## src/rtl/max6675_pkg.sv

```systemverilog
// Shared types and frame layout for the MAX6675 emulator.
// Frame: D15=0, D14..D3=temperature, D2=open flag, D1..D0=0.
package max6675_pkg;

  typedef enum logic [1:0] {
    ST_CONV  = 2'd0,
    ST_READY = 2'd1,
    ST_SHIFT = 2'd2
  } emu_state_t;

  localparam int FRAME_BITS  = 16;
  localparam int TEMP_MSB    = 14;
  localparam int TEMP_LSB    = 3;
  localparam int OPEN_BIT    = 2;
  localparam int TEMP_W      = TEMP_MSB - TEMP_LSB + 1;
  localparam int SYNC_STAGES = 2;
  localparam int CNT_W       = 5;

  function automatic logic [FRAME_BITS-1:0] build_frame(
    input logic [TEMP_W-1:0] temp,
    input logic              open_flag
  );
    logic [FRAME_BITS-1:0] frame;
    frame                    = {FRAME_BITS{1'b0}};
    frame[TEMP_MSB:TEMP_LSB] = temp;
    frame[OPEN_BIT]          = open_flag;
    return frame;
  endfunction

endpackage

```

## src/rtl/max6675_emulator_edge_sync.sv

```systemverilog
// Two-flop synchronizer plus one detector flop; rise/fall pulses are
// decoded from the last sync flop and the detector flop.
module edge_sync
  import max6675_pkg::*;
#(
  parameter logic RST_VAL = 1'b1
) (
  input  logic clk,
  input  logic rst,
  input  logic din,
  output logic rise,
  output logic fall
);

  logic [SYNC_STAGES-1:0] sync_r;
  logic                   prev_r;

  // Synchronizer chain and previous-level flop for edge detection.
  always_ff @(posedge clk or posedge rst) begin
    if (rst) begin
      sync_r <= {SYNC_STAGES{RST_VAL}};
      prev_r <= RST_VAL;
    end else begin
      sync_r <= {sync_r[SYNC_STAGES-2:0], din};
      prev_r <= sync_r[SYNC_STAGES-1];
    end
  end

  assign rise = sync_r[SYNC_STAGES-1] & ~prev_r;
  assign fall = ~sync_r[SYNC_STAGES-1] & prev_r;

endmodule

```

## src/rtl/max6675_emulator.sv

```systemverilog
// MAX6675 SPI responder emulator: snapshots a frame on cs fall, shifts MSB-first.
// Optional conversion-delay model enabled by defining MAX6675_EMU_CONV_DELAY_EN.
module max6675_emulator
  import max6675_pkg::*;
#(
  parameter int unsigned CONV_CYCLES = 22_000_000
) (
  input  logic              clk,
  input  logic              rst,
  input  logic              cs,
  input  logic              sclk,
  input  logic [TEMP_W-1:0] temp_code,
  input  logic              tc_open,
  output logic              miso,
  output logic              miso_oe,
  output logic              frame_done,
  output logic              conv_ready
);

  localparam logic [CNT_W-1:0] CNT_MAX  = 5'd31;
  localparam logic [CNT_W-1:0] CNT_FULL = 5'd16;

  emu_state_t            state_r;
  logic [FRAME_BITS-1:0] shift_r;
  logic [FRAME_BITS-1:0] live_frame_s;
  logic [FRAME_BITS-1:0] next_frame_s;
  logic [CNT_W-1:0]      rise_cnt_r;
  logic                  conv_done_s;
  logic                  cs_rise_s;
  logic                  cs_fall_s;
  logic                  sclk_rise_s;
  logic                  sclk_fall_s;

  edge_sync #(.RST_VAL(1'b1)) u_cs_sync (
    .clk  (clk),
    .rst  (rst),
    .din  (cs),
    .rise (cs_rise_s),
    .fall (cs_fall_s)
  );

  edge_sync #(.RST_VAL(1'b1)) u_sclk_sync (
    .clk  (clk),
    .rst  (rst),
    .din  (sclk),
    .rise (sclk_rise_s),
    .fall (sclk_fall_s)
  );

  assign live_frame_s = build_frame(temp_code, tc_open);

`ifdef MAX6675_EMU_CONV_DELAY_EN
  localparam int TIMER_W = (CONV_CYCLES > 1) ? $clog2(CONV_CYCLES) : 1;
  localparam logic [TIMER_W-1:0] TIMER_RELOAD = TIMER_W'(CONV_CYCLES - 1);

  logic [TIMER_W-1:0]    timer_r;
  logic [FRAME_BITS-1:0] frame_r;

  assign conv_done_s = (timer_r == {TIMER_W{1'b0}});

  // An aborted conversion re-sends the last completed frame.
  always_comb begin
    next_frame_s = frame_r;
    if (state_r == ST_READY) begin
      next_frame_s = live_frame_s;
    end else begin
      next_frame_s = frame_r;
    end
  end

  // Conversion timer, ready flag and last-converted frame.
  always_ff @(posedge clk or posedge rst) begin
    if (rst) begin
      timer_r    <= TIMER_RELOAD;
      conv_ready <= 1'b0;
      frame_r    <= {FRAME_BITS{1'b0}};
    end else begin
      if (cs_rise_s) begin
        timer_r    <= TIMER_RELOAD;
        conv_ready <= 1'b0;
      end else if (state_r == ST_CONV && !cs_fall_s) begin
        if (conv_done_s) begin
          conv_ready <= 1'b1;
        end else begin
          timer_r <= timer_r - TIMER_W'(1);
        end
      end else begin
        timer_r <= timer_r;
      end
      if (cs_fall_s && state_r == ST_READY) begin
        frame_r <= live_frame_s;
      end else begin
        frame_r <= frame_r;
      end
    end
  end
`else
  assign conv_done_s  = 1'b1;
  assign next_frame_s = live_frame_s;

  // Without the delay model a conversion is always available.
  always_ff @(posedge clk or posedge rst) begin
    if (rst) begin
      conv_ready <= 1'b0;
    end else begin
      conv_ready <= 1'b1;
    end
  end
`endif

  // Main responder FSM; a cs edge always takes priority over an sclk edge.
  always_ff @(posedge clk or posedge rst) begin
    if (rst) begin
      state_r    <= ST_CONV;
      shift_r    <= {FRAME_BITS{1'b0}};
      rise_cnt_r <= {CNT_W{1'b0}};
      miso       <= 1'b0;
      miso_oe    <= 1'b0;
      frame_done <= 1'b0;
    end else begin
      frame_done <= 1'b0;
      case (state_r)
        ST_CONV, ST_READY: begin
          if (cs_fall_s) begin
            shift_r    <= next_frame_s;
            miso       <= next_frame_s[FRAME_BITS-1];
            miso_oe    <= 1'b1;
            rise_cnt_r <= {CNT_W{1'b0}};
            state_r    <= ST_SHIFT;
          end else if (state_r == ST_CONV && conv_done_s) begin
            state_r <= ST_READY;
          end else begin
            state_r <= state_r;
          end
        end
        ST_SHIFT: begin
          if (cs_rise_s) begin
            miso       <= 1'b0;
            miso_oe    <= 1'b0;
            frame_done <= (rise_cnt_r >= CNT_FULL);
            state_r    <= ST_CONV;
          end else begin
            if (sclk_rise_s && rise_cnt_r != CNT_MAX) begin
              rise_cnt_r <= rise_cnt_r + 5'd1;
            end else begin
              rise_cnt_r <= rise_cnt_r;
            end
            // A falling edge before any rise (idle-high sclk) must keep D15.
            if (sclk_fall_s && rise_cnt_r != {CNT_W{1'b0}}) begin
              shift_r <= {shift_r[FRAME_BITS-2:0], 1'b0};
              miso    <= shift_r[FRAME_BITS-2];
            end else begin
              shift_r <= shift_r;
            end
          end
        end
        default: begin
          state_r <= ST_CONV;
          miso    <= 1'b0;
          miso_oe <= 1'b0;
        end
      endcase
    end
  end

endmodule

```

## config.mk

```make
export PLATFORM = sky130hd
export DESIGN_NAME = max6675_emulator
export DESIGN_NICKNAME = d
export VERILOG_FILES = /design/src/rtl/max6675_pkg.sv /design/src/rtl/max6675_emulator_edge_sync.sv /design/src/rtl/max6675_emulator.sv
export SDC_FILE = /design/constraint.sdc
export NUM_CORES = 1
export LEC_CHECK = 0
export BUFFER_PORTS_ARGS = -buffer_cell sky130_fd_sc_hd__buf_2
export CORE_UTILIZATION = 25
export DETAILED_ROUTE_END_ITERATION = 8
export SETUP_SLACK_MARGIN = 0.4
export SLEW_MARGIN = 30
export SYNTH_ARGS = -nofsm -noshare
export SYNTH_HDL_FRONTEND = slang
export SYNTH_SLANG_ARGS = --single-unit
```

## constraint.sdc

```tcl
create_clock -name clk -period 3.8 [get_ports clk]
set_input_delay 0.76 -clock clk [delete_from_list [all_inputs] [get_ports clk]]
set_output_delay 0.76 -clock clk [all_outputs]
set_load 0.005 [all_outputs]
```

==> reports/results.tsv <==
metric	value	unit
drtAntennaViolNets	0	
syn_avg_cell_area	10.7	um2
holdPathStages	0	
hold_violations	0	
r2r_slack	1.35	ns
start_util	25.9	%
core	5510	um2
startpoint_type	flip-flop	
final_cell_area	1680	um2
use_met1	13.1	%
crit_type	reg2reg	
synth_area	1420	um2
cts.path.max_buffers	2	
drv_slew	0	
cts-root-buf	clkbuf_8	
drive_gt1_share	32.3	%
grtUsageTotal	9.23	%
setup_viol_count_final	0	
postSynthCellCount	133	
synth_top_cells_by_area	dfrtp_1, dfstp_2, nor2_1, mux2_4, ha_1	
rsz0062_at_grt	false	
clk_latency	0.28	ns
cellPowerDensity	465	nW/um2
endpoint_kind	flip-flop	
final_common_cell	nor2_1	
synth.top_cell.area_share	42.2	%
synth_top_area_cell	dfrtp_1	
hold_class	reg2reg	
syn_to_final_growth	17.8	%
p_leak	0.792	nW
cts_buffers	5	
cap_violations	0	
post-cts-setup-buffer-count	0	
layout_common_cells	nor2_1, dfrtp_1, buf_2	
antenna_found_initial	0	
die_h	77.5	um
cts-resized-gates	0	
place_area	1590	um2
final.period_utilization	64.6	%
hold_start	u_sclk_sync.sync_r[0]	
wl_per_cell	10.6	um
h-tree-depth	2	
r2r-start	rise_cnt_r[0]	
ys_warn_count	0	
ys_seq_area_share	53.3	%
dp.cells	222	
num_rows	27	
skew	0.00427	ns
synth_nets	153	
worstPathMaxFanout	3	
die-area	6000	um2
r2r_end	rise_cnt_r[4]	
place_congestion	0.680	
grt_first_pass_wirelength	4.34	mm
preCtsSetupSlack	1.36	ns
status	finished clean	
setup_tns	0	ns
n_antenna_cell	0	
setup_slack	1.35	ns
instances_no_fill	230	
cts.hold.buffers_added	0	
ys_ff_latch	30	
synth_cell_types	32	
min_to	u_sclk_sync.sync_r[1]	
grt_pass1_vias	945	
drt_iter0_markers	16	
r2r_cells	6	
clk_pin_slew	0.06	ns
grt_overflow_total	0	
vias	969	
grt_busiest_layer	met1	
drt-total-wl	2.44	mm
total_power	781	uW
ios	21	
grt_max_degree	31	
die_x	77.5	um
worstPathArrival	2.66	ns
drt_first_pass_iters	4	
viasPerCell	4.21	
ir_drop	0.253	mV
post-route-min-period	2.45	ns
nNetsFinal	177	
worstPathRequired	4.00	ns
grtUsageMet2	12.7	%
grtUsageMet3	3.41	%
drc	0	
slew_headroom	50.5	%
fmaxAchievable	0.407	GHz
port_buffers	20	
clkSinkCount	30	
worstMarginPinSlew	0.743	ns
hpwl	1.71	mm
cts_tree	built	
==> synthesized netlist by cell type (all sizes together) <==
master and number:
a211o 1, a211oi 1, a21oi 3, a221o 1, and3 1, and4 1
buf 2, clkbuf 3, conb 1, dfrtp 24, dfstp 6, ha 3
inv 7, mux2 12, mux2i 3, nand2 7, nand2b 2, nand3 2
nand3b 1, nor2 37, nor2b 3, nor3 1, nor3b 1, o21ai 4
o22a 2, or2 1, or3 1, or4b 2
==> worst max-delay path, stage by stage, from the launching register on <==
cell and delay [ns]:
dfrtp_1 0.40, ha_1 0.23, and3_2 0.21, ha_1 0.18, or4b_2 0.64, a211oi_1 0.50, mux2i_1 0.23
==> power by group <==
part           internal, mW  switching, mW  total [mW]  leakage (nW)
clock network         0.146          0.113       0.258        0.0482
logic                0.0725         0.0539       0.126         0.384
registers             0.370         0.0258       0.396         0.360
total                 0.588          0.193       0.781         0.792
==> sequential cells by signal, summed over array words and instances, names as in the netlist <==
register            flops
shift_r                13
rise_cnt_r              5
state_r                 2
u_cs_sync.sync_r        2
u_sclk_sync.sync_r      2
conv_ready              1
frame_done              1
miso                    1
miso_oe                 1
u_cs_sync.prev_r        1
u_sclk_sync.prev_r      1
==> through the flow <==
stage	utilization [%]	hold WS (ns)
finish	30.5	0.355
global route	30.5	0.359
CTS	30.5	0.356
detailed placement	28.8	0.347
global placement	28.8	0.346
floorplan	-	0.345
==> area by class of cell <==
cell class | count | area, um2
clock buffers | 7 | 86.3
flip-flops and latches | 30 | 758
repair buffers | 22 | 115
inverters | 7 | 26.3
fillers | 570 | 3830
clock inverters | 1 | 5.00
multi-input cells | 91 | 597
well taps | 72 | 90.1
==> logic make-up (layout without fill, tap and decap cells) <==
| group | after synthesis | after routing | share of synthesized area (%) |
|---|---|---|---|
| DFF | 30 | 30 | 53.3 |
| other | 1 | 1 | 0.263 |
| and+or+nand+nor | 60 | 60 | 19.3 |
| muxes | 15 | 15 | 14.0 |
| buffers and inverters | 12 | 37 | 4.83 |
| adders and majority gates | 3 | 3 | 2.64 |
| AOI/OAI and AO/OA | 12 | 12 | 5.71 |
==> routing by layer <==
layer	part of all wire [%]	routed length (um)
met5	0	0
met4	0.86	21
met3	4.5	109
met2	42	1020
met1	53	1290
==> worst max-delay path by stage <==
stage,start,endpoint,slack [ns],cells past startpoint
after floorplan,rise_cnt_r[0],rise_cnt_r[1],1.50,6
after global routing,rise_cnt_r[0],rise_cnt_r[4],1.14,6
after detailed placement,rise_cnt_r[0],rise_cnt_r[0],1.36,6
after CTS,rise_cnt_r[0],rise_cnt_r[1],1.33,6
after global placement,rise_cnt_r[0],rise_cnt_r[1],1.39,6
final,rise_cnt_r[0],rise_cnt_r[4],1.35,6
No activity file was read; power rests on OpenSTA's default activity.
